**src/rtl/softmax_phase_ctrl_pkg.sv**
```systemverilog
// softmax_phase_ctrl_pkg
//   Shared definitions for the STAR softmax phase sequencer: the phase FSM
//   state encoding and the default geometry constants.  VEC_LEN and N_ROW
//   both default to the datapath input length (Input_len).
package softmax_phase_ctrl_pkg;

  localparam int unsigned Input_len   = 16;
  localparam int unsigned VEC_LEN_DEF = Input_len;
  localparam int unsigned N_ROW_DEF   = Input_len;
  localparam int unsigned SUM_W_DEF   = 36;

  typedef enum logic [2:0] {
    IDLE,
    FETCH,
    SUB,
    EXP,
    DRAIN,
    ROWEND,
    DONE
  } phase_state_e;

endpackage

```
**src/rtl/softmax_phase_ctrl_if.sv**
```systemverilog
// softmax_phase_ctrl_if
//   Bundles the sequencer's control/data signals.
//   master : the sequencer (drives requests, address, xi, row sum, status)
//   slave  : the surrounding memories / LUT (drive start, data_in, exp_in/vld)
//   Optional macro SOFTMAX_CTRL_PERF_EN adds perf_cycles / perf_stall.
interface softmax_phase_ctrl_if #(
  parameter int unsigned ADDR_W = 9,
  parameter int unsigned EXP_W  = 32,
  parameter int unsigned SUM_W  = 36,
  parameter int unsigned ROW_W  = 4
);
  logic              start;
  logic [7:0]        data_in;
  logic [EXP_W-1:0]  exp_in;
  logic              exp_vld;
  logic              data_req;
  logic [ADDR_W-1:0] data_addr;
  logic [7:0]        xi;
  logic              camsub_req;
  logic              findsub_req;
  logic              exp_req;
  logic [ROW_W-1:0]  row_idx;
  logic [SUM_W-1:0]  sum_exp;
  logic              sum_vld;
  logic              busy;
  logic              finish;
  logic              err_timeout;
`ifdef SOFTMAX_CTRL_PERF_EN
  logic [31:0]       perf_cycles;
  logic [15:0]       perf_stall;
`endif

  modport master (
    input  start, data_in, exp_in, exp_vld,
`ifdef SOFTMAX_CTRL_PERF_EN
    output perf_cycles, perf_stall,
`endif
    output data_req, data_addr, xi, camsub_req, findsub_req, exp_req,
    output row_idx, sum_exp, sum_vld, busy, finish, err_timeout
  );

  modport slave (
    output start, data_in, exp_in, exp_vld,
`ifdef SOFTMAX_CTRL_PERF_EN
    input  perf_cycles, perf_stall,
`endif
    input  data_req, data_addr, xi, camsub_req, findsub_req, exp_req,
    input  row_idx, sum_exp, sum_vld, busy, finish, err_timeout
  );
endinterface

```
**src/rtl/softmax_sum_acc.sv**
```systemverilog
// softmax_sum_acc
//   Saturating row accumulator for returned exp values.
//   clk, rst : clock, async active-high reset
//   i_clr    : synchronous clear of sum and count (has priority)
//   i_en     : accept window (EXP/DRAIN phases)
//   i_vld    : i_exp valid this cycle
//   i_exp    : exp value to add
//   o_sum    : accumulated sum, saturating at 2^SUM_W-1
//   o_cnt    : number of accepted terms; stops at VEC_LEN (extras dropped)
module softmax_sum_acc #(
  parameter int unsigned EXP_W   = 32,
  parameter int unsigned SUM_W   = 36,
  parameter int unsigned VEC_LEN = 16
) (
  input  logic                            clk,
  input  logic                            rst,
  input  logic                            i_clr,
  input  logic                            i_en,
  input  logic                            i_vld,
  input  logic [EXP_W-1:0]                i_exp,
  output logic [SUM_W-1:0]                o_sum,
  output logic [$clog2(VEC_LEN+1)-1:0]    o_cnt
);
  localparam int unsigned CNT_W = $clog2(VEC_LEN + 1);
  localparam int unsigned AW    = ((SUM_W > EXP_W) ? SUM_W : EXP_W) + 1;
  localparam logic [AW-1:0] SAT_MAX = (AW'(1) << SUM_W) - AW'(1);

  logic [SUM_W-1:0] r_sum;
  logic [CNT_W-1:0] r_cnt;
  logic [AW-1:0]    w_add;
  logic             w_take;

  assign w_take = i_en && i_vld && (r_cnt < CNT_W'(VEC_LEN));
  assign w_add  = AW'(r_sum) + AW'(i_exp);

  always_ff @(posedge clk or posedge rst) begin
    if (rst) begin
      r_sum <= '0;
      r_cnt <= '0;
    end else if (i_clr) begin
      r_sum <= '0;
      r_cnt <= '0;
    end else if (w_take) begin
      r_sum <= (w_add > SAT_MAX) ? '1 : w_add[SUM_W-1:0];
      r_cnt <= r_cnt + CNT_W'(1);
    end
  end

  assign o_sum = r_sum;
  assign o_cnt = r_cnt;
endmodule

```
**src/rtl/softmax_phase_ctrl.sv**
```systemverilog
// softmax_phase_ctrl
//   Row-by-row sequencer for the STAR softmax datapath: FETCH (read + CAMSUB),
//   SUB (FindSub), EXP (LUT lookup), DRAIN (collect exp results with a
//   watchdog), ROWEND (publish row sum).
//   clk, rst : clock, async active-high reset
//   io_bus   : softmax_phase_ctrl_if.master (start, data_in, exp_in/vld in;
//              data_req/addr, xi, phase strobes, row_idx, sum_exp/vld,
//              busy, finish, err_timeout out)
//   Optional macro SOFTMAX_CTRL_PERF_EN adds perf_cycles/perf_stall counters.
module softmax_phase_ctrl
  import softmax_phase_ctrl_pkg::*;
#(
  parameter int unsigned VEC_LEN = VEC_LEN_DEF,
  parameter int unsigned N_ROW   = N_ROW_DEF,
  parameter int unsigned ADDR_W  = 9,
  parameter int unsigned EXP_W   = 32,
  parameter int unsigned SUM_W   = SUM_W_DEF,
  parameter int unsigned TIMEOUT = 64
) (
  input logic                 clk,
  input logic                 rst,
  softmax_phase_ctrl_if.master io_bus
);
  localparam int unsigned CNT_W = $clog2(VEC_LEN + 1);
  localparam int unsigned WD_W  = $clog2(TIMEOUT + 1);
  localparam int unsigned ROW_W = (N_ROW > 1) ? $clog2(N_ROW) : 1;

  phase_state_e     r_state, w_next;
  logic [CNT_W-1:0] r_cnt;
  logic [WD_W-1:0]  r_wd;
  logic [ROW_W-1:0] r_row;
  logic [7:0]       r_xi;
  logic             r_finish, r_err;

  logic             w_start_acc, w_acc_clr, w_acc_en, w_last_row;
  logic             w_drain_done, w_wd_expire;
  logic             w_data_req, w_camsub, w_findsub, w_exp_req, w_sum_vld, w_busy;
  logic [SUM_W-1:0] w_sum;
  logic [CNT_W-1:0] w_exp_cnt;

  assign w_start_acc  = (r_state == IDLE) && io_bus.start;
  assign w_acc_clr    = w_start_acc || (r_state == ROWEND);
  assign w_acc_en     = (r_state == EXP) || (r_state == DRAIN);
  assign w_last_row   = (r_row == ROW_W'(N_ROW - 1));
  assign w_drain_done = (w_exp_cnt == CNT_W'(VEC_LEN));
  assign w_wd_expire  = (r_wd == WD_W'(TIMEOUT - 1));

  softmax_sum_acc #(
    .EXP_W   (EXP_W),
    .SUM_W   (SUM_W),
    .VEC_LEN (VEC_LEN)
  ) u_acc (
    .clk   (clk),
    .rst   (rst),
    .i_clr (w_acc_clr),
    .i_en  (w_acc_en),
    .i_vld (io_bus.exp_vld),
    .i_exp (io_bus.exp_in),
    .o_sum (w_sum),
    .o_cnt (w_exp_cnt)
  );

  always_comb begin
    w_next     = r_state;
    w_data_req = 1'b0;
    w_camsub   = 1'b0;
    w_findsub  = 1'b0;
    w_exp_req  = 1'b0;
    w_sum_vld  = 1'b0;
    w_busy     = 1'b1;
    case (r_state)
      IDLE: begin
        w_busy = 1'b0;
        if (io_bus.start) w_next = FETCH;
      end
      // Read request runs one cycle ahead of the CAMSUB strobe.
      FETCH: begin
        w_data_req = (r_cnt < CNT_W'(VEC_LEN));
        w_camsub   = (r_cnt != '0);
        if (r_cnt == CNT_W'(VEC_LEN)) w_next = SUB;
      end
      SUB: begin
        w_findsub = 1'b1;
        if (r_cnt == CNT_W'(VEC_LEN - 1)) w_next = EXP;
      end
      EXP: begin
        w_exp_req = 1'b1;
        if (r_cnt == CNT_W'(VEC_LEN - 1)) w_next = DRAIN;
      end
      DRAIN: begin
        if (w_drain_done || w_wd_expire) w_next = ROWEND;
      end
      ROWEND: begin
        w_sum_vld = 1'b1;
        w_next    = w_last_row ? DONE : FETCH;
      end
      DONE: begin
        w_busy = 1'b0;
        w_next = IDLE;
      end
      default: w_next = IDLE;
    endcase
  end

  always_ff @(posedge clk or posedge rst) begin
    if (rst) begin
      r_state  <= IDLE;
      r_cnt    <= '0;
      r_wd     <= '0;
      r_row    <= '0;
      r_xi     <= '0;
      r_finish <= 1'b0;
      r_err    <= 1'b0;
    end else begin
      r_state <= w_next;

      // Phase counter restarts on every state change.
      if (w_next != r_state) r_cnt <= '0;
      else if (r_state == FETCH || r_state == SUB || r_state == EXP)
        r_cnt <= r_cnt + CNT_W'(1);

      r_wd <= (r_state == DRAIN) ? r_wd + WD_W'(1) : '0;

      if (w_camsub) r_xi <= io_bus.data_in;

      if (w_start_acc) begin
        r_row    <= '0;
        r_finish <= 1'b0;
        r_err    <= 1'b0;
      end else begin
        if (r_state == DRAIN && !w_drain_done && w_wd_expire) r_err <= 1'b1;
        if (r_state == ROWEND) begin
          if (w_last_row) r_finish <= 1'b1;
          else            r_row    <= r_row + ROW_W'(1);
        end
      end
    end
  end

  assign io_bus.data_req    = w_data_req;
  assign io_bus.data_addr   = w_data_req ?
                              (ADDR_W'(r_row) * ADDR_W'(VEC_LEN) + ADDR_W'(r_cnt)) : '0;
  assign io_bus.xi          = r_xi;
  assign io_bus.camsub_req  = w_camsub;
  assign io_bus.findsub_req = w_findsub;
  assign io_bus.exp_req     = w_exp_req;
  assign io_bus.row_idx     = r_row;
  assign io_bus.sum_exp     = w_sum;
  assign io_bus.sum_vld     = w_sum_vld;
  assign io_bus.busy        = w_busy;
  assign io_bus.finish      = r_finish;
  assign io_bus.err_timeout = r_err;

`ifdef SOFTMAX_CTRL_PERF_EN
  logic [31:0] r_perf_cycles;
  logic [15:0] r_perf_stall;

  always_ff @(posedge clk or posedge rst) begin
    if (rst) begin
      r_perf_cycles <= '0;
      r_perf_stall  <= '0;
    end else if (w_start_acc) begin
      r_perf_cycles <= '0;
      r_perf_stall  <= '0;
    end else begin
      if (w_busy && r_perf_cycles != '1) r_perf_cycles <= r_perf_cycles + 32'd1;
      if (r_state == DRAIN && r_perf_stall != '1) r_perf_stall <= r_perf_stall + 16'd1;
    end
  end

  assign io_bus.perf_cycles = r_perf_cycles;
  assign io_bus.perf_stall  = r_perf_stall;
`endif
endmodule

```
**src/flat_wrapper.sv**
```systemverilog
// flat-port wrapper written by rule: the top's interface ports become plain ports
module softmax_phase_ctrl_flat import softmax_phase_ctrl_pkg::*;
#(
  parameter int unsigned VEC_LEN = VEC_LEN_DEF,
  parameter int unsigned N_ROW   = N_ROW_DEF,
  parameter int unsigned ADDR_W  = 9,
  parameter int unsigned EXP_W   = 32,
  parameter int unsigned SUM_W   = SUM_W_DEF,
  parameter int unsigned TIMEOUT = 64
)
  (clk, rst, io_bus_start, io_bus_data_in, io_bus_exp_in, io_bus_exp_vld, io_bus_data_req, io_bus_data_addr, io_bus_xi, io_bus_camsub_req, io_bus_findsub_req, io_bus_exp_req, io_bus_row_idx, io_bus_sum_exp, io_bus_sum_vld, io_bus_busy, io_bus_finish, io_bus_err_timeout);
  softmax_phase_ctrl_if #(.ADDR_W(ADDR_W), .EXP_W(EXP_W), .SUM_W(SUM_W), .ROW_W(4)) io_bus_i ();
  input logic clk;
  input logic rst;
  input wire logic [$bits(io_bus_i.start)-1:0] io_bus_start;
  input wire logic [$bits(io_bus_i.data_in)-1:0] io_bus_data_in;
  input wire logic [$bits(io_bus_i.exp_in)-1:0] io_bus_exp_in;
  input wire logic [$bits(io_bus_i.exp_vld)-1:0] io_bus_exp_vld;
  output wire logic [$bits(io_bus_i.data_req)-1:0] io_bus_data_req;
  output wire logic [$bits(io_bus_i.data_addr)-1:0] io_bus_data_addr;
  output wire logic [$bits(io_bus_i.xi)-1:0] io_bus_xi;
  output wire logic [$bits(io_bus_i.camsub_req)-1:0] io_bus_camsub_req;
  output wire logic [$bits(io_bus_i.findsub_req)-1:0] io_bus_findsub_req;
  output wire logic [$bits(io_bus_i.exp_req)-1:0] io_bus_exp_req;
  output wire logic [$bits(io_bus_i.row_idx)-1:0] io_bus_row_idx;
  output wire logic [$bits(io_bus_i.sum_exp)-1:0] io_bus_sum_exp;
  output wire logic [$bits(io_bus_i.sum_vld)-1:0] io_bus_sum_vld;
  output wire logic [$bits(io_bus_i.busy)-1:0] io_bus_busy;
  output wire logic [$bits(io_bus_i.finish)-1:0] io_bus_finish;
  output wire logic [$bits(io_bus_i.err_timeout)-1:0] io_bus_err_timeout;
  assign io_bus_i.start = io_bus_start;
  assign io_bus_i.data_in = io_bus_data_in;
  assign io_bus_i.exp_in = io_bus_exp_in;
  assign io_bus_i.exp_vld = io_bus_exp_vld;
  assign io_bus_data_req = io_bus_i.data_req;
  assign io_bus_data_addr = io_bus_i.data_addr;
  assign io_bus_xi = io_bus_i.xi;
  assign io_bus_camsub_req = io_bus_i.camsub_req;
  assign io_bus_findsub_req = io_bus_i.findsub_req;
  assign io_bus_exp_req = io_bus_i.exp_req;
  assign io_bus_row_idx = io_bus_i.row_idx;
  assign io_bus_sum_exp = io_bus_i.sum_exp;
  assign io_bus_sum_vld = io_bus_i.sum_vld;
  assign io_bus_busy = io_bus_i.busy;
  assign io_bus_finish = io_bus_i.finish;
  assign io_bus_err_timeout = io_bus_i.err_timeout;
  softmax_phase_ctrl #(.VEC_LEN(VEC_LEN), .N_ROW(N_ROW), .ADDR_W(ADDR_W), .EXP_W(EXP_W), .SUM_W(SUM_W), .TIMEOUT(TIMEOUT)) u_core (.clk(clk), .rst(rst), .io_bus(io_bus_i));
endmodule
```
**config.mk**
```make
export PLATFORM = sky130hd
export DESIGN_NAME = softmax_phase_ctrl_flat
export DESIGN_NICKNAME = d
export VERILOG_FILES = /design/src/rtl/softmax_phase_ctrl_pkg.sv /design/src/rtl/softmax_phase_ctrl_if.sv /design/src/rtl/softmax_sum_acc.sv /design/src/rtl/softmax_phase_ctrl.sv /design/src/flat_wrapper.sv
export SDC_FILE = /design/constraint.sdc
export NUM_CORES = 1
export LEC_CHECK = 0
export CORE_MARGIN = 3
export CORE_UTILIZATION = 47
export CTS_BUF_LIST = sky130_fd_sc_hd__clkbuf_4 sky130_fd_sc_hd__clkbuf_8 sky130_fd_sc_hd__clkbuf_16
export DETAILED_ROUTE_END_ITERATION = 8
export PLACE_DENSITY = 0.77
export RECOVER_POWER = 100
export REMOVE_ABC_BUFFERS = 1
export SKIP_LAST_GASP = 1
export SLEW_MARGIN = 10
export SYNTH_ARGS = -nofsm -noshare
export SYNTH_HDL_FRONTEND = slang
export SYNTH_HIERARCHICAL = 1
export SYNTH_SLANG_ARGS = --single-unit
```
**constraint.sdc**
```tcl
create_clock -name clk -period 2.65 [get_ports clk]
set_input_delay 0.3975 -clock clk [delete_from_list [all_inputs] [get_ports clk]]
set_output_delay 0.3975 -clock clk [all_outputs]
set_load 0.005 [all_outputs]
```
# After elaboration in Yosys (flattened, before gate mapping)

Cells that the tools add are included.

Register bits after elaboration: 70
Bits of input ports: 44
Output and inout port bits: 65
Logic and storage cells: 82

Add/subtract/negate cells: 6
Order comparisons: 3
Eq/ne operators: 13
Multiplexer cells: 30
Reductions and logical operators: 21

Operators by type and width:

| cell                                                                    | count |
|---|---|
| 36-bit 2-to-1 mux                                                       | 3 |
| 36-bit by 32-bit adder with 37-bit output                               | 1 |
| 37-bit by 36-bit > comparator with 1-bit output (second input constant) | 1 |
| 5-bit 2-to-1 mux                                                        | 4 |
| 3-bit 2-to-1 mux                                                        | 6 |
| 3-bit case mux with 6 select lines                                      | 1 |
| 4-bit 2-to-1 mux                                                        | 3 |
| 1-bit 2-to-1 mux                                                        | 11 |
| 5-bit by 1-bit adder with 5-bit output (second input constant)          | 2 |
| 5-bit == test (second input constant)                                   | 2 |
| 5-bit < comparator (second input constant)                              | 2 |
| 2-bit nonzero test                                                      | 5 |
| 8-bit by 5-bit adder with 9-bit output                                  | 1 |
| 3-bit == test (second input constant)                                   | 3 |
| 9-bit 2-to-1 mux                                                        | 1 |
| 7-bit by 1-bit adder with 7-bit output (second input constant)          | 1 |
| 7-bit by 6-bit == test with 1-bit output (second input constant)        | 1 |
| 7-bit 2-to-1 mux                                                        | 1 |
| 3-bit by 2-bit == test with 1-bit output (second input constant)        | 2 |
| 5-bit by 4-bit == test with 1-bit output (second input constant)        | 1 |
| 1-bit logical AND                                                       | 5 |
| 1-bit logical OR                                                        | 5 |
| 5-bit nonzero test                                                      | 1 |
| 4-bit by 1-bit adder with 4-bit output (second input constant)          | 1 |
| 8 further kinds                                                         | 9 |

# Depth between registers and ports, before layout

Gate-level depths: netlist of the first run.

Depth in word-level cells: 6
Mapped depth: 13

# Cells and area by module

Netlist of the first run, hierarchy kept.

Modules (own cells, without submodules):

| module             | times used | cells each | area an instance (um2) | sequential area each (um2) |
|---|---|---|---|---|
| softmax_sum_acc    | 1          | 417        | 3664.8                 | 1026.0 |
| softmax_phase_ctrl | 1          | 155        | 1596.5                 | 725.7 |

# Worst setup path before layout of the first run

Ideal clock, no wire load.

Kind: input to register
From: in io_bus_exp_in[0]
To: reg u_core.u_acc.r_sum[26], in the netlist u_core/u_acc/o_sum[26]
Library setup time: 0.087 ns
Data arrival time: 2.578 ns
Path slack: -0.015 ns
Cell stages on the path: 13
Buffers on the path: 1
Cells stage by stage: ha_1 -> inv_1 -> fa_1 -> nand2b_1 -> a21o_1 -> a31oi_4 -> a211oi_2 -> o211a_1 -> o21a_4 -> nor2_4 -> buf_6 -> nor2_4 -> a211oi_2

Word-level cells in the longest chain between the ends: 5

RTL lines:

| element                                         | RTL line              | text |
|---|---|---|
| start, declared                                 | flat_wrapper.sv:17    | `input wire logic [$bits(io_bus_i.exp_in)-1:0] io_bus_exp_in;` |
| 36-bit by 32-bit adder with 37-bit output (*)   | softmax_sum_acc.sv:34 | `assign w_add = AW'(r_sum) + AW'(i_exp);` |
| 37-bit by 36-bit > comparator with 1-bit output | softmax_sum_acc.sv:44 | `r_sum <= (w_add > SAT_MAX) ? '1 : w_add[SUM_W-1:0];` |
| 36-bit 2-to-1 mux (*)                           | softmax_sum_acc.sv:44 |  |
| 36-bit 2-to-1 mux (*)                           | softmax_sum_acc.sv:43 | `end else if (w_take) begin` |
| 36-bit 2-to-1 mux (*)                           | softmax_sum_acc.sv:40 | `end else if (i_clr) begin` |
| end signal, assigned                            | softmax_sum_acc.sv:44 |  |
| end, declared                                   | softmax_sum_acc.sv:28 | `logic [SUM_W-1:0] r_sum;` |

Mark *: on every way between the ends. The rest lies on a longest branch, timed or not. The select of a mux whose other input is x is not followed.
A chain may end at the register's enable or synchronous reset.

# Worst setup path in the final report of the first run

From: in io_bus_exp_in[23]
To: reg u_core.u_acc.r_sum[34], in the netlist u_core/u_acc/o_sum[34]

Same word-level chain as after synthesis.

==> flow_metrics.py, run 1 <==
metrics = {
    "run_status": {
        "outcome": "finished, violations left",
        "violations": "max-capacitance violations, max-slew violations, negative setup slack",
    },
    "timing": {
        "grt_setup_unrepaired": "true",
        "slew_viol_final": 30,
        "slew_headroom": -0.0345,
        "min_period_over_period": 1.11,
        "tns_ns": -3.36,
        "skew_ns": 0.0135,
        "timing.final.ws_setup_ns": -0.301,
        "hold_viol": 0,
        "min_period_ns": 2.95,
        "timing.fmax_mhz": 339,
        "tightest_slew_ns": 1.55,
        "finalSetupViolCount": 32,
    },
    "drt": {
        "wire_per_inst_um": 17.9,
        "drtIter0Drc": 460,
        "viasPerCell": 5.90,
        "wl_mm": 16.7,
        "vias": 5506,
        "drt_first_pass_iters": 5,
        "antenna_left": 0,
        "drc_errors": 0,
    },
    "placement": {
        "hpwl_mm": 11.3,
        "post-place-cells": 898,
        "place.gp.congestion": 0.946,
        "port_buffers": 108,
        "place_ws_ns": -0.671,
    },
    "cts": {
        "cts_buffers": 9,
        "cts_buffer_depth": 2,
        "cts_tree": "built",
        "cts-root-buf": "clkbuf_8",
        "clock_sinks": 70,
        "htreeDepth": 3,
        "clkLatencyLatePin_ns": 0.36,
        "cts.clk_slew.worst_paths_ns": 0.08,
    },
    "pwr": {
        "power.density_nw_per_um2": 1070,
        "vdd_drop_max_v": 0.000533,
        "p_leak_uw": 0.00340,
    },
    "global_routing": {
        "grt_max_degree": 43,
        "overflow": 0,
        "track_usage": 0.250,
        "grt_pass1_wl_mm": 25.9,
        "grt_pass1_vias": 5401,
        "grt_antenna_before_repair": 0,
    },
    "yosys": {
        "async_flop_share": 1.00,
        "synth_cells": 572,
        "synth_edf_count": 0,
        "ys_seq_area_frac": 0.333,
        "ys_warn_count": 6,
        "synth_top_flop_cell": "dfrtp_1",
        "syn_avg_cell_area_sq_um": 9.20,
        "synth_area_sq_um": 5260,
        "yosys.cell_types.count": 75,
        "ys_ff_latch": 70,
    },
    "die": {
        "placementRows": 38,
        "initial_core_util": 0.483,
        "die_area_sq_um": 12500,
        "core-area_sq_um": 10900,
        "die_height_um": 112,
        "io_pins": 109,
        "die_w_um": 112,
    },
    "cells_and_area": {
        "diodes": 0,
        "stdcell_count": 934,
        "fin_nets": 874,
        "layout-drive-gt1-share": 0.276,
        "fillCellCount": 797,
        "layout_commonest_cell": "buf_4",
        "final_cell_mix": "buf_4, nor2_1, dfrtp_1",
        "seqCellArea_sq_um": 1750,
        "areaGrowthSynthToFinish_pct": 48.1,
        "multi_input_area_sq_um": 3490,
        "post-route-util": 0.716,
    },
    "worst_setup_path": {
        "setup.worst_path.class": "in -> reg",
        "end_kind": "flop",
        "critPathLaunchType": "primary input",
        "arrival_ns": 3.18,
        "cp_max_fo": 4,
        "r2r_cells": 13,
        "required_ns": 2.88,
    },
    "min_path": {
        "hold_class": "reg -> reg",
        "hold_depth": 1,
    },
    "flow_run": {
        "drv_cap": 1,
    },
}
[power by group]
| part | leakage, uW | total, uW | internal [uW] | switching (uW) |
|---|---|---|---|---|
| combinational | 0.00250 | 5700 | 2930 | 2770 |
| sequential | 0.000799 | 1680 | 1390 | 290 |
| clock | 0.000109 | 980 | 533 | 447 |
[metal layers]
| layer | up-vias | global-route usage | wire, um |
|---|---|---|---|
| li1 | 2499 | - | - |
| met5 | - | 0 | 0 |
| met3 | 73 | 0.0478 | 1150 |
| met1 | 2647 | 0.317 | 6720 |
| met4 | 0 | 0.0770 | 580 |
| met2 | 287 | 0.433 | 8260 |
[cells in the mapped netlist (12+ instances only)]
cell,number,share of area
a21o_1,18,0.026
a21oi_1,32,0.030
dfrtp_1,70,0.33
ha_1,40,0.095
inv_1,12,0.0086
nand2_1,31,0.022
nand3_1,15,0.014
nor2_1,73,0.052
nor3_1,37,0.035
nor3_2,12,0.023
o21ai_0,16,0.015
xnor2_1,24,0.040
xor2_1,19,0.032
[path summary, 6_finish.rpt]
check | startpoint | endpoint | slack, ns
worst max-delay path | io_bus_exp_in[23] | u_core/u_acc/o_sum[34]$_DFFE_PP0P_ | -0.30
worst min-delay path | u_core/r_wd[0]$_DFF_PP0_ | u_core/r_wd[0]$_DFF_PP0_ | 0.46
worst max register to register | u_core/u_acc/o_sum[0]$_DFFE_PP0P_ | u_core/u_acc/o_sum[34]$_DFFE_PP0P_ | -0.30
worst min register to register | u_core/r_wd[0]$_DFF_PP0_ | u_core/r_wd[0]$_DFF_PP0_ | 0.46
max in group asynchronous | rst | u_core/r_wd[3]$_DFF_PP0_ | 0.71
min in group asynchronous | rst | u_core/u_acc/o_sum[25]$_DFFE_PP0P_ | 0.85
[logic make-up after synthesis]
logic type,after synthesis,synth area share
XOR/XNOR,43,0.0716
flip-flops,70,0.333
AO/OA/AOI/OAI,136,0.196
multiplexers,11,0.0228
AND/OR/NAND/NOR,230,0.233
adder cells (fa/ha/maj),41,0.0989
buffers and inverters,41,0.0447
[worst max-delay path: stages]
cell and delay, ns:
clkdlybuf4s50_1 0.41, ha_1 0.34, nand2_1 0.11, nor2_1 0.21
nand2_1 0.11, or3_1 0.38, o211a_1 0.24, o21a_4 0.23
buf_4 0.15, nor3_4 0.16, a21oi_1 0.12, a311oi_1 0.32
[layout make-up]
cell class,count,share of cell area
repair buffers,233,0.270
clock buffers,9,0.0159
flip-flops and latches,70,0.225
well taps,140,0.0225
inverters,13,0.00642
clock inverters,7,0.0127
multi-input cells,462,0.448
[per-stage QoR]
stage          instance area [sq um]  hold WS, ns  total power, uW
6_report                        7790        0.461             8370
5_1_grt                         7790        0.510             8870
4_1_cts                         7650        0.439             7990
3_5_place_dp                    7170        0.455             6690
3_3_place_gp                    7170        0.436             6530
2_1_floorplan                   5080        0.424             4410
[timing repair]
item	CTS	global route
buffers inserted	11	9
hold buffers	0	0
gates cloned	3	0
setup endpoints to repair	36	38
pin swaps	51	34
resized for setup	24	27
[registers in the layout, indices dropped and copies added (netlist names)]
register                   cells
u_core/u_acc/o_cnt             5
u_core/io_bus.row_idx          4
u_core/io_bus.finish           1
u_core/u_acc/o_sum            36
u_core/r_cnt                   5
u_core/io_bus.xi               8
u_core/r_state                 3
u_core/io_bus.err_timeout      1
u_core/r_wd                    7
Note: power is estimated with default switching activity, not from simulation.
==> inputs of run 2 (changes only) <==
- CORE_MARGIN: 3 -> 5
- CORE_UTILIZATION: 47 -> 30
- PLACE_DENSITY: 0.77 -> unset
==> run 2 against run 1 <==
Compared with the run above: the run still ends with max-capacitance violations, max-slew violations, negative setup slack left; critical path depth rose by 2; clock power rose by 36%; sequential power barely moved; wire length fell by 4.8%; sequential share of layout area fell by 0.072 points; critical path type is now reg -> reg; largest power group unchanged.
==> flow_metrics.py, run 2 (synthesis results as in run 1) <==
metrics = {
    "global_routing": {
        "grt_pass1_vias": 5357,
        "grt_antenna_before_repair": 0,
        "track_usage": 0.160,
        "overflow": 0,
        "grt_max_degree": 42,
        "grt_pass1_wl_mm": 26.3,
    },
    "die": {
        "io_pins": 109,
        "die_height_um": 142,
        "initial_core_util": 0.305,
        "core-area_sq_um": 17200,
        "die_w_um": 142,
        "placementRows": 48,
        "die_area_sq_um": 20300,
    },
    "cts": {
        "hold_buffers": 0,
        "cts-root-buf": "clkbuf_16",
        "cts_buffers": 9,
        "cts.clk_slew.worst_paths_ns": 0.06,
        "htreeDepth": 3,
        "cts_buffer_depth": 2,
        "clkLatencyLatePin_ns": 0.34,
        "cts_tree": "built",
        "clock_sinks": 70,
    },
    "worst_setup_path": {
        "end_kind": "flop",
        "arrival_ns": 3.10,
        "r2r_setup_slack_ns": -0.18,
        "critPathLaunchType": "flop",
        "required_ns": 2.91,
        "cp_max_fo": 4,
        "setup.worst_path.class": "reg -> reg",
    },
    "drt": {
        "drc_errors": 0,
        "met2_length_mm": 8.15,
        "met3WireLength_um": 694,
        "antenna_left": 0,
        "viasPerCell": 4.94,
        "wire_per_inst_um": 15.7,
        "wl_met1_mm": 6.80,
        "drt_first_pass_iters": 4,
        "top_layer": "met4",
        "vias": 5008,
        "wl_mm": 15.9,
        "drtIter0Drc": 178,
    },
    "pwr": {
        "power.density_nw_per_um2": 1060,
        "p_total_uw": 8300,
        "p_leak_uw": 0.00337,
        "vdd_drop_max_v": 0.000454,
    },
    "timing": {
        "hold_viol": 0,
        "grt_setup_unrepaired": "true",
        "timing.final.ws_setup_ns": -0.185,
        "min_period_over_period": 1.07,
        "tightest_slew_ns": 1.53,
        "skew_ns": 0.00867,
        "min_period_ns": 2.83,
        "slew_headroom": -0.0224,
        "slew_viol_final": 30,
        "finalSetupViolCount": 35,
        "tns_ns": -3.44,
        "timing.fmax_mhz": 353,
    },
    "min_path": {
        "hold_class": "reg -> reg",
    },
    "placement": {
        "hpwl_mm": 11.9,
        "port_buffers": 108,
        "place.gp.congestion": 0.895,
    },
    "cells_and_area": {
        "fillCellCount": 1603,
        "fin_nets": 868,
        "areaGrowthSynthToFinish_pct": 48.6,
        "layout_commonest_cell": "buf_4",
        "largest_reg_flops": 36,
        "diodes": 0,
        "final_cell_mix": "buf_4, nor2_1, dfrtp_1",
        "layout-drive-gt1-share": 0.261,
    },
    "flow_run": {
        "drv_cap": 1,
    },
    "run_status": {
        "outcome": "finished, violations left",
        "violations": "max-capacitance violations, max-slew violations, negative setup slack",
    },
}
[run 2: timing repair]
item / in CTS / in global routing
cloned: 2 / 0
resized for setup: 23 / 25
setup buffers: 8 / 3
hold endpoints to repair: 0 / 0
pin swaps: 39 / 24
endpoints found under the setup margin: 36 / 38
[run 2: report_power, final]
| part | switching, uW | internal, uW | total [uW] |
|---|---|---|---|
| registers | 263 | 1400 | 1660 |
| logic | 2510 | 2800 | 5320 |
| clock network | 500 | 827 | 1330 |
[run 2: metrics by stage]
step                      cell area, sq um   util  setup WS, ns  hold WS [ns]  instances
after global routing                  7820  0.454        -0.323         0.484       1013
final                                 7820  0.454        -0.185         0.457       1013
after CTS                             7800  0.452        -0.262         0.452       1012
after floorplan                       5080      -         -1.12         0.424        544
after detailed placement              7320  0.424        -0.725         0.449        987
after global placement                7320  0.424        -0.600         0.434        987
[run 2: layer usage]
layer,global-route usage,vias to the layer above
met5,0,-
met4,0.0535,0
met3,0.0296,20
met2,0.285,104
met1,0.195,2400
li1,-,2484
[run 2: final timing paths]
| kind | start | to | cells past startpoint |
|---|---|---|---|
| worst min register to register | u_core/r_wd[0]$_DFF_PP0_ | u_core/r_wd[0]$_DFF_PP0_ | 1 |
| worst max register to register | u_core/u_acc/o_sum[0]$_DFFE_PP0P_ | u_core/u_acc/o_sum[30]$_DFFE_PP0P_ | 14 |
| worst max-delay path | u_core/u_acc/o_sum[0]$_DFFE_PP0P_ | u_core/u_acc/o_sum[30]$_DFFE_PP0P_ | 14 |
| min in group asynchronous | rst | u_core/u_acc/o_sum[34]$_DFFE_PP0P_ | 3 |
| max in group asynchronous | rst | u_core/r_wd[1]$_DFF_PP0_ | 3 |
| worst min-delay path | u_core/r_wd[0]$_DFF_PP0_ | u_core/r_wd[0]$_DFF_PP0_ | 1 |
[run 2: cell type report]
cell class | instances | area, sq um | area share
tap | 225 | 282 | 0.0360
multi-input combinational | 461 | 3400 | 0.435
sequential | 70 | 1750 | 0.224
inverter | 13 | 50.0 | 0.00640
clock buffer | 9 | 225 | 0.0288
timing repair buffer | 228 | 2010 | 0.257
clock inverter | 7 | 98.8 | 0.0126
[run 2: critical path, stage by stage, from the launching register on]
cell	delay (ns)
dfrtp_1	0.35
ha_2	0.19
inv_2	0.04
fa_2	0.34
nand2b_4	0.15
a21o_1	0.20
a31oi_4	0.19
buf_6	0.13
a211oi_4	0.06
o211a_1	0.26
o21a_4	0.24
nor2_4	0.20
buf_6	0.15
nor2_4	0.05
a211oi_2	0.21
==> inputs of run 3 (changes only) <==
- ABC_AREA: unset -> 1
==> run 3 against run 2 <==
Compared with the run above: the flow finishes with violations (max-capacitance violations, max-slew violations); sequential cell count stayed put; largest cell class unchanged; sequential share of layout area is 0.074 points higher; die area is 12% higher; register-to-register slack better by 0.57 ns; combinational power is 11% lower; maximum frequency is 15% higher; first-iteration DRC count is 72% higher; sequential power hardly changed; power is 9.1% lower; critical path type is now in -> reg; critical endpoint is now u_core/u_acc/o_sum[21]$_DFFE_PP0P_; clock skew is 0.00088 ns higher; utilization is 5.3 points lower.
==> flow_metrics.py, run 3 <==
metrics = {
    "timing": {
        "min_period_over_period": 0.934,
        "slew_headroom": -0.0538,
        "whs_ns": 0.472,
        "tns_ns": 0,
        "hold_viol": 0,
        "timing.final.ws_setup_ns": 0.175,
        "min_period_ns": 2.48,
        "timing.fmax_mhz": 404,
        "grt_setup_unrepaired": "false",
        "slew_viol_final": 30,
        "tightest_slew_ns": 1.58,
        "finalSetupViolCount": 0,
        "skew_ns": 0.00954,
    },
    "cells_and_area": {
        "layout_commonest_cell": "nand2_1",
        "post-route-util": 0.401,
        "largest_reg_flops": 36,
        "diodes": 0,
        "final_cell_mix": "nand2_1, inv_1, nor2_1",
        "areaGrowthSynthToFinish_pct": 31.3,
        "layout-drive-gt1-share": 0.0759,
        "fin_nets": 1174,
    },
    "die": {
        "io_pins": 109,
        "die_height_um": 151,
        "die_area_sq_um": 22700,
        "die_w_um": 151,
        "core-area_sq_um": 19500,
        "placementRows": 51,
        "initial_core_util": 0.305,
    },
    "cts": {
        "htreeDepth": 3,
        "cts_buffers": 9,
        "cts_tree": "built",
        "clkLatencyLatePin_ns": 0.34,
        "cts-root-buf": "clkbuf_16",
        "cts_buffer_depth": 2,
        "cts.clk_slew.worst_paths_ns": 0.07,
        "hold_buffers": 0,
        "clock_sinks": 70,
    },
    "drt": {
        "wl_mm": 17.3,
        "vias": 6058,
        "top_layer": "met4",
        "drtIter0Drc": 307,
        "wire_per_inst_um": 12.7,
        "met3WireLength_mm": 1.06,
        "wl_met1_mm": 8.16,
        "drc_errors": 0,
        "drt_first_pass_iters": 4,
        "met2_length_mm": 7.77,
        "viasPerCell": 4.46,
        "antenna_left": 0,
    },
    "yosys": {
        "synth_common_cells": "nand2_1, inv_1, nor2_1, dfrtp_1, nand3_1",
        "ys_seq_area_frac": 0.295,
        "ys_warn_count": 6,
        "synth_area_sq_um": 5940,
        "syn_avg_cell_area_sq_um": 6.26,
        "synth_top_area_cell": "dfrtp_1",
        "synth_edf_count": 0,
        "ys_ff_latch": 70,
        "synth_area_leaders": "dfrtp_1, nand2_1, inv_1",
        "synth_cells": 949,
        "yosys.cell_types.count": 37,
        "synth_top_flop_cell": "dfrtp_1",
        "synth.most_common_cell": "nand2_1",
        "async_flop_share": 1.00,
        "synth_top_area_share": 0.295,
    },
    "placement": {
        "port_buffers": 108,
        "hpwl_mm": 13.9,
        "place.gp.congestion": 0.930,
        "place_ws_ns": -0.0601,
    },
    "min_path": {
        "min_from": "u_core/r_wd[0]$_DFF_PP0_",
        "hold_depth": 1,
        "hold_class": "reg -> reg",
        "holdPathEnd": "u_core/r_wd[0]$_DFF_PP0_",
    },
    "worst_setup_path": {
        "required_ns": 2.87,
        "r2r_cells": 13,
        "arrival_ns": 2.70,
        "critPathLaunchType": "primary input",
        "setup.worst_path.class": "in -> reg",
        "r2r-end": "u_core/u_acc/o_sum[21]$_DFFE_PP0P_",
        "r2r_start": "u_core/u_acc/o_sum[0]$_DFFE_PP0P_",
        "r2r_setup_slack_ns": 0.39,
        "end_kind": "flop",
        "cp_max_fo": 16,
    },
    "flow_run": {
        "drv_cap": 1,
    },
    "pwr": {
        "p_int_uw": 4110,
        "vdd_drop_max_v": 0.000373,
        "power.share.switching": 0.456,
        "clkPwrFrac": 0.154,
        "p_leak_uw": 0.00417,
        "p_sw_uw": 3450,
        "power.density_nw_per_um2": 968,
        "p_comb_frac": 0.625,
        "p_seq_frac": 0.221,
    },
    "global_routing": {
        "grt_pass1_vias": 5841,
        "grt_pass1_wl_mm": 28.4,
        "grt_antenna_before_repair": 0,
        "overflow": 0,
        "grt_max_degree": 39,
        "track_usage": 0.157,
    },
    "run_status": {
        "violations": "max-capacitance violations, max-slew violations",
        "outcome": "finished, violations left",
    },
}
==> run 3: cell types whose count changed after synthesis, moves of 12 or more <==
cell / previous run / this run
a21o_1: 18 / 1
inv_1: 12 / 138
nand2_1: 31 / 384
nand3_1: 15 / 54
nor2_1: 73 / 105
nor3_1: 37 / 13
nor3_2: 12 / 0
xor2_1: 19 / 4
==> run 3: metrics by stage <==
step / power, uW / area [sq um] / instances
finish: 7550 / 7800 / 1359
global route: 8320 / 7800 / 1359
CTS: 7630 / 7830 / 1358
detailed placement: 6420 / 7550 / 1342
global placement: 6410 / 7550 / 1342
floorplan: 4640 / 5870 / 939
==> run 3: power by group through the flow <==
stage          logic, uW  registers, uW  clock network (uW)
4_1_cts             4750           1680                1200
6_report            4720           1670                1170
2_1_floorplan       2990           1650                   0
3_5_place_dp        4720           1690                   0
3_3_place_gp        4720           1690                   0
5_1_grt             5340           1730                1250
==> run 3: worst max-delay path by stage <==
stage                                start                            endpoint  cells after the start
2_1_floorplan  u_core/r_state[1]$_DFF_PP0_   u_core/u_acc/o_cnt[1]$_DFFE_PP0P_                      6
3_3_place_gp              io_bus_exp_in[0]  u_core/u_acc/o_sum[32]$_DFFE_PP0P_                     16
3_5_place_dp              io_bus_exp_in[0]  u_core/u_acc/o_sum[30]$_DFFE_PP0P_                     16
4_1_cts        u_core/r_state[0]$_DFF_PP0_                 io_bus_data_addr[7]                      7
5_1_grt                   io_bus_exp_in[0]  u_core/u_acc/o_sum[21]$_DFFE_PP0P_                     14
6_report                  io_bus_exp_in[0]  u_core/u_acc/o_sum[21]$_DFFE_PP0P_                     14
==> run 3: timing repair <==
action | CTS | global route
endpoints found under the setup margin | 0 | 2
buffers inserted | 0 | 1
resized for setup | 0 | 2
==> run 3: cell type report <==
cell class | instances | area [sq um]
Inverter | 144 | 541
Tap cell | 265 | 332
Clock inverter | 6 | 46.3
Multi-Input combinational cell | 725 | 3570
Timing Repair Buffer | 139 | 1320
Fill cell | 2115 | 11700
Sequential cell | 70 | 1750
Clock buffer | 10 | 233
==> run 3: cells by family (layout without fill, tap and decap cells) <==
logic type,count (synthesis),after routing,synth area share
adder cells (fa/ha/maj),41,41,0.0877
AO/OA/AOI/OAI,66,66,0.0647
buffers and inverters,154,299,0.103
flip-flops,70,70,0.295
AND/OR/NAND/NOR,597,597,0.419
XOR/XNOR,21,21,0.0310
==> run 3: layer usage <==
layer,vias up,GRT usage
met1,2696,0.206
met4,0,0.0458
li1,3209,-
met5,-,0
met3,23,0.0430
met2,130,0.252
==> run 3: worst max-delay path: stages <==
cell           delay [ns]
dlygate4sd3_1        0.55
ha_1                 0.22
inv_1                0.09
fa_1                 0.20
inv_1                0.06
nand3_1              0.06
nand3_1              0.15
nand4_1              0.16
nand3_2              0.12
a21oi_4              0.17
buf_6                0.21
nand3_1              0.15
nand2_1              0.10
nand2_1              0.06
